--- src/rtl/sw_pkg.sv ---
// Shared definitions for the multi-channel service-window generator.
package sw_pkg;

  localparam int SW_NCH     = 4;
  localparam int SW_CNT_W   = 8;
  localparam int SW_PRESC_W = 4;

  typedef enum logic {
    SW_IDLE = 1'b0,
    SW_OPEN = 1'b1
  } sw_state_t;

endpackage

--- src/rtl/service_window_ch.sv ---
// Single service-window channel: IDLE/OPEN state machine plus a tick down-counter.
module service_window_ch
  import sw_pkg::*;
#(
  parameter int CNT_W = SW_CNT_W
) (
  input  logic             CLK,
  input  logic             RST,
  input  logic             tick,
  input  logic             START,
  input  logic             STOP,
  input  logic [CNT_W-1:0] SWLEN,
  input  logic             PERIODIC,
  output logic             SWSTAT,
  output logic             SWDONE,
  output logic             SWRTG
);

  sw_state_t        state;
  logic [CNT_W-1:0] cnt;
  logic             len_ok;

  assign len_ok = (SWLEN != '0);

  // STOP beats START, and START beats the tick, so a retrigger on the terminal tick reloads silently.
  always_ff @(posedge CLK or posedge RST) begin
    if (RST) begin
      state  <= SW_IDLE;
      cnt    <= '0;
      SWSTAT <= 1'b0;
      SWDONE <= 1'b0;
      SWRTG  <= 1'b0;
    end else begin
      SWDONE <= 1'b0;
      SWRTG  <= 1'b0;
      if (STOP) begin
        state  <= SW_IDLE;
        SWSTAT <= 1'b0;
      end else begin
        case (state)
          SW_IDLE: begin
            if (START && len_ok) begin
              state  <= SW_OPEN;
              cnt    <= SWLEN;
              SWSTAT <= 1'b1;
            end
          end
          SW_OPEN: begin
            if (START) begin
              if (len_ok) begin
                cnt   <= SWLEN;
                SWRTG <= 1'b1;
              end else begin
                state  <= SW_IDLE;
                SWSTAT <= 1'b0;
              end
            end else if (tick) begin
              if (cnt > CNT_W'(1)) begin
                cnt <= cnt - 1'b1;
              end else if (PERIODIC && len_ok) begin
                cnt    <= SWLEN;
                SWDONE <= 1'b1;
              end else begin
                state  <= SW_IDLE;
                SWSTAT <= 1'b0;
                SWDONE <= 1'b1;
              end
            end
          end
          default: state <= SW_IDLE;
        endcase
      end
    end
  end

endmodule

--- src/rtl/service_window_mc.sv ---
// Multi-channel service-window generator: one shared tick prescaler feeding NCH channels.
module service_window_mc
  import sw_pkg::*;
#(
  parameter int NCH     = SW_NCH,
  parameter int CNT_W   = SW_CNT_W,
  parameter int PRESC_W = SW_PRESC_W
) (
  input  logic                 CLK,
  input  logic                 RST,
  input  logic [NCH-1:0]       START,
  input  logic [NCH-1:0]       STOP,
  input  logic [NCH*CNT_W-1:0] SWLEN,
  input  logic [NCH-1:0]       PERIODIC,
  input  logic [PRESC_W-1:0]   PRESC,
  output logic [NCH-1:0]       SWSTAT,
  output logic [NCH-1:0]       SWDONE,
  output logic [NCH-1:0]       SWRTG
);

  logic [PRESC_W-1:0] pcnt;
  logic               tick;

  // The >= compare lets a lowered PRESC take effect without waiting for a wrap.
  assign tick = (pcnt >= PRESC);

  always_ff @(posedge CLK or posedge RST) begin
    if (RST) begin
      pcnt <= '0;
    end else if (tick) begin
      pcnt <= '0;
    end else begin
      pcnt <= pcnt + 1'b1;
    end
  end

  for (genvar i = 0; i < NCH; i++) begin : g_ch
    service_window_ch #(
      .CNT_W(CNT_W)
    ) u_ch (
      .CLK     (CLK),
      .RST     (RST),
      .tick    (tick),
      .START   (START[i]),
      .STOP    (STOP[i]),
      .SWLEN   (SWLEN[i*CNT_W +: CNT_W]),
      .PERIODIC(PERIODIC[i]),
      .SWSTAT  (SWSTAT[i]),
      .SWDONE  (SWDONE[i]),
      .SWRTG   (SWRTG[i])
    );
  end

endmodule
--- config.mk ---
export PLATFORM = sky130hd
export DESIGN_NAME = service_window_mc
export DESIGN_NICKNAME = d
export VERILOG_FILES = /design/src/rtl/sw_pkg.sv /design/src/rtl/service_window_ch.sv /design/src/rtl/service_window_mc.sv
export SDC_FILE = /design/constraint.sdc
export NUM_CORES = 1
export LEC_CHECK = 0
export ABC_AREA = 1
export ABC_CLOCK_PERIOD_IN_PS = 1600
export CAP_MARGIN = 40
export CORE_MARGIN = 5
export CORE_UTILIZATION = 45
export DETAILED_ROUTE_END_ITERATION = 16
export GPL_TIMING_DRIVEN = 1
export PLACE_DENSITY_LB_ADDON = 0.1
export SLEW_MARGIN = 25
export SYNTH_ARGS = -nofsm -noshare
export SYNTH_HDL_FRONTEND = slang
export SYNTH_SLANG_ARGS = --single-unit
--- constraint.sdc ---
create_clock -name CLK -period 1.6 [get_ports CLK]
set_input_delay 0.32 -clock CLK [delete_from_list [all_inputs] [get_ports CLK]]
set_output_delay 0.32 -clock CLK [all_outputs]
set_load 0.02 [all_outputs]
=== Yosys cells after proc, flatten, opt, wreduce, memory -nomap -nowiden ===
Index checks and enable logic that the tools add are counted.
Widths: inputs -> output; s select.

* Bits in registers: 52
* Logic and storage cells: 220

* Add/sub/neg operators: 5
* $lt $le $gt $ge: 5
* Equality and inequality tests: 36
* Multiplexer cells: 125
* Bitwise gates (word level): 8
* Reduce and logical (&&, ||, !) cells: 20

{| class="wikitable"
|+ Operator list
! kind !! number
|-
| $mux 8 || 24
|-
| $mux 1 || 88
|-
| $ne 4x4->1 const B || 19
|-
| $pmux 8 s2 || 4
|-
| $reduce_and 5->1 || 8
|-
| $gt 8x1->1 const B || 4
|-
| $reduce_bool 8->1 || 4
|-
| $sub 8x1->8 const B || 4
|-
| $ne 3x3->1 const B || 7
|-
| $pmux 1 s2 || 8
|-
| $ne 3x2->1 const B || 5
|-
| $logic_and 1x1->1 || 8
|-
| $ne 2x1->1 const B || 4
|-
| $not 1->1 || 8
|-
| $add 4x1->4 const B || 1
|-
| $ge 4x4->1 || 1
|-
| $mux 4 || 1
|-
| $ne 4x3->1 const B || 1
|}

=== Depth between registers and ports, before layout ===
* Depth in word-level cells: 8
* Mapped depth: 13

=== Hierarchy ===
Synthesis repeated with hierarchy kept, for this count alone.

* Cells, all modules: 620
* Area, all modules: 4219.0 um^2

{| class="wikitable"
|+ By module, submodules not included
! module !! instances !! cells an instance !! area each (um^2) !! sequential area each (um^2)
|-
| service_window_ch (g_ch[0].u_ch ...) || 3 || 147 || 988.4 || 300.3
|-
| service_window_ch (g_ch[3].u_ch) || 1 || 147 || 979.7 || 300.3
|-
| service_window_mc || 1 || 32 || 274.0 || 100.1
|}

=== Worst setup path after synthesis ===
No wires, ideal clock.

* Kind: register to register
* Start: register pcnt[3]
* End: register g_ch[0].u_ch.SWSTAT
* Library setup time: 0.116 ns
* Arrival: 1.436 ns
* Data required time: 1.484 ns
* Setup slack: 0.048 ns
* Cell stages (with the launch flop): 10
* Clock period less this slack: 1.552 ns
* Cells stage by stage: dfrtp_1 > ha_1 > nand4_1 > nand3_2 > buf_4 > nand2_1 > nand2_1 > nand3_1 > nand2_1 > nand2_1

* Word-level cells in the longest chain between the ends: 3

{| class="wikitable"
|+ RTL lines
! what !! line !! text
|-
| start, declared || service_window_mc.sv:21 || <nowiki>logic [PRESC_W-1:0] pcnt;</nowiki>
|-
| start signal, assigned || service_window_mc.sv:33 || <nowiki>pcnt <= pcnt + 1'b1;</nowiki>
|-
| $ge 4x4->1 || service_window_mc.sv:25 || <nowiki>assign tick = (pcnt >= PRESC);</nowiki>
|-
| $ne 4x3->1 (no source line) || n/a ||
|-
| $reduce_and 5->1 (no source line) || n/a ||
|-
| end signal, assigned || service_window_ch.sv:45 || <nowiki>SWSTAT <= 1'b1;</nowiki>
|-
| end signal, assigned || service_window_ch.sv:55 || <nowiki>SWSTAT <= 1'b0;</nowiki>
|-
| end signal, assigned || service_window_ch.sv:65 || <nowiki>SWSTAT <= 1'b0;</nowiki>
|-
| end, declared || service_window_ch.sv:14 || <nowiki>output logic SWSTAT,</nowiki>
|}

Every way passes these cells.
A chain may end at the register's enable or synchronous reset.

=== Final worst setup path ===
* Start: register pcnt[3]
* End: register g_ch[0].u_ch.cnt[4]

* Word-level cells in the longest chain between the ends: 3

{| class="wikitable"
|+ RTL lines
! what !! line !! text
|-
| $ge 4x4->1 || service_window_mc.sv:25 ||
|-
| $ne 3x2->1 (no source line) || n/a ||
|-
| $reduce_and 5->1 (no source line) || n/a ||
|-
| end signal, assigned || service_window_ch.sv:59 || <nowiki>cnt <= cnt - 1'b1;</nowiki>
|-
| end, declared || service_window_ch.sv:20 || <nowiki>logic [CNT_W-1:0] cnt;</nowiki>
|}

Every way passes these cells.

==> impl_metrics.ini <==
[global_routing]
grt_max_degree = 48
grt_pass1_wl_microns = 17500
grt_usage_pct = 18.8
grt_pass1_vias = 3997
antenna_found_initial = 0
gr-total-overflow = 0

[cts]
numCtsBuffers = 5
insertion_delay_ps = 310
clk_pin_slew_ps = 100
cts_tree = done
cts_buffer_depth = 2
cts.sinks = 52
htree_num_levels = 2
root_buffer = clkbuf_8

[yosys]
avgSynthCellArea_sq_um = 6.45
synth_ff_type = dfrtp_1
synthTopCellsByCount = nand2_1, inv_1, nor2_1
synth.largest_area_cell = dfrtp_1
syn-cell-area_sq_mm = 0.00395
syn-num-nets = 675
synth_edf_count = 0
synth.top_cell.area_share_pct = 33.0
ys_async_sr_fraction_pct = 100
yosys_warnings = 0
syn_inst = 612
synth_area_leaders = dfrtp_1, nand2_1, inv_1
yosysMostFrequentCell = nand2_1
ys_seq_area_share_pct = 33.0
ys_ff_latch = 52
synth_cell_types = 30

[power_and_ir_drop]
finalPower_mw = 6.36
peakVddDrop_uv = 595
power.internal_mw = 3.70
p_comb_share_pct = 56.5
power_density_mw_per_mm2 = 1100
leakage_nw = 3.15
power_frac_clock_pct = 13.1
seq_power_share_pct = 30.4
sw_frac_of_total_pct = 41.7
p_sw_mw = 2.65

[die]
die_w_microns = 104
die-area_sq_mm = 0.0107
die_h_microns = 104
num_io_pins = 62
start_util_pct = 45.7
coreArea_sq_mm = 0.00864
rows = 34

[placed_design]
place_area_sq_mm = 0.00521
numPortBuffers = 61
dpl_worst_slack_ps = -623
dp.cells = 849
gp_congestion = 0.876
hpwlAfterDp_microns = 7830

[timing]
setup_viol = 42
tightestPinTransition_ps = 309
hold_viol = 0
grt_setup_unrepaired = true
maxSlewViolCount = 0
fin_ws_ps = -137
slew_headroom_pct = 79.2
fin_tns_setup_ps = -3490
clock.fmax_mhz = 576
min_period_ps = 1740
clock_skew_ps = 8.61
fin_crit_sh_pct = 109
holdWs_ps = 215

[layout]
area_delta_synth_final_pct = 46.8
stdcell_count = 870
nNetsFinal = 825
antennaDiodeCount = 0
utilization_pct = 67.1
drive_above_1_share_pct = 26.4
final_cell_area_sq_mm = 0.00580

[worst_setup_path]
critical_path_class = flip-flop to flip-flop
cp.arrival_ps = 1980
crit_slowest_cell = dfrtp_1
crit_start = pcnt[3]
critPathLaunchType = flip-flop
r2r_start = pcnt[3]
crit_chain = ha_4 > buf_4 > a21oi_4 > buf_6 > nand3_4 > nand2_4 > nand2_8 > nand2_8 > nand2_1 > nand2_1
max_stage_delay_ps = 430
crit_fanout = 8
crit_family = simple AND/OR/NAND/NOR gates
worstPathBufferInverterCount = 2
end_kind = flip-flop
worst_ep_required_time_ps = 1850

[hold_path]
hold_path.class = input port to asynchronous set/reset pin

[outcome]
outcome = complete, but fails checks
violations = setup timing

[drt]
wl_per_cell_microns = 12.2
dr_total_vias = 4192
dr.pass1.iters = 4
drc = 0
ant_nets = 0
wirelength_microns = 10600
drt-initial-drc-count = 151
vias_per_cell = 4.82

[run]
max_cap_violations = 0
-- cells by family (layout without fill, tap and decap cells) --
kind of cell / Yosys count / after routing / synth area share (%)
xor+xnor: 13 / 13 / 2.88
buf+inv: 105 / 252 / 11.7
flops: 52 / 52 / 33.0
compound gates: 51 / 51 / 7.22
fa+ha+maj: 13 / 13 / 4.12
simple gates: 378 / 381 / 41.1
-- metal layers --
metal	vias to the layer above	global-route usage [%]	share of wire [%]
met4	0	5.27	1.8
met3	16	2.92	2.9
li1	2189	-	-
met2	81	33.8	51
met5	-	0	0
met1	1906	23.2	44
-- timing repair --
| item | in CTS | in global routing |
|---|---|---|
| pin swaps | 20 | 31 |
| hold buffers | 0 | 0 |
| gates cloned | 1 | 2 |
| buffers inserted | 5 | 6 |
| gates resized for setup | 37 | 72 |
| setup endpoints to repair | 50 | 49 |
-- sequential cells by signal (all words and copies together) (netlist names) --
name and flops:
g_ch.u_ch.cnt 32, g_ch.u_ch.SWDONE 4, g_ch.u_ch.SWRTG 4, g_ch.u_ch.SWSTAT 4, g_ch.u_ch.state 4, pcnt 4
-- layout make-up --
class / instances / area [sq um]
clock buffers: 7 / 96.3
repair buffers: 156 / 1390
well taps: 108 / 135
inverters: 89 / 344
flip-flops and latches: 52 / 1300
fillers: 748 / 2840
multi-input cells: 458 / 2530
-- power by group through the flow --
| stage | clock network, mW | registers [mW] | logic, mW |
|---|---|---|---|
| floorplan | 0 | 1.88 | 1.75 |
| global placement | 0 | 1.93 | 2.69 |
| detailed placement | 0 | 1.93 | 2.77 |
| CTS | 0.844 | 1.92 | 3.09 |
| global route | 0.914 | 1.98 | 4.00 |
| finish | 0.834 | 1.93 | 3.59 |
-- layout by cell type (no fill, tap or decap), types with 3 or more instances in the layout --
cell,n
dlygate4sd2_1,7
a21oi_1,7
nor2_4,6
nand2_4,5
o21ai_1,8
dfrtp_1,52
nor2_2,13
nand4_1,9
nand2_1,180
xnor2_1,5
clkdlybuf4s50_1,49
clkbuf_8,7
buf_4,84
ha_1,7
xor2_1,8
nand3_4,4
ha_4,3
nor2_1,80
inv_2,8
buf_6,9
nand3_2,14
inv_1,79
dlymetal6s2s_1,5
o21ai_0,25
ha_2,3
nand2_2,31
nand3_1,32
-- final timing paths --
kind,slack (ps),endpoint,depth (start not counted)
max,-140,g_ch[0].u_ch.cnt[4],10
min,220,g_ch[3].u_ch.cnt[3],2
max reg2reg,-140,g_ch[0].u_ch.cnt[4],10
min reg2reg,480,g_ch[0].u_ch.SWSTAT,2
max in group asynchronous,900,g_ch[0].u_ch.cnt[7],3
min in group CLK,480,g_ch[0].u_ch.SWSTAT,2
-- worst reg2reg max path, delay by kind of cell, from the launching register on --
| family | cells | cell delay (ps) |
|---|---|---|
| buf+inv | 2 | 270 |
| fa+ha+maj | 1 | 240 |
| flops | 1 | 430 |
| simple gates | 6 | 580 |
| compound gates | 1 | 150 |
Note: power is estimated with default switching activity, not from simulation.
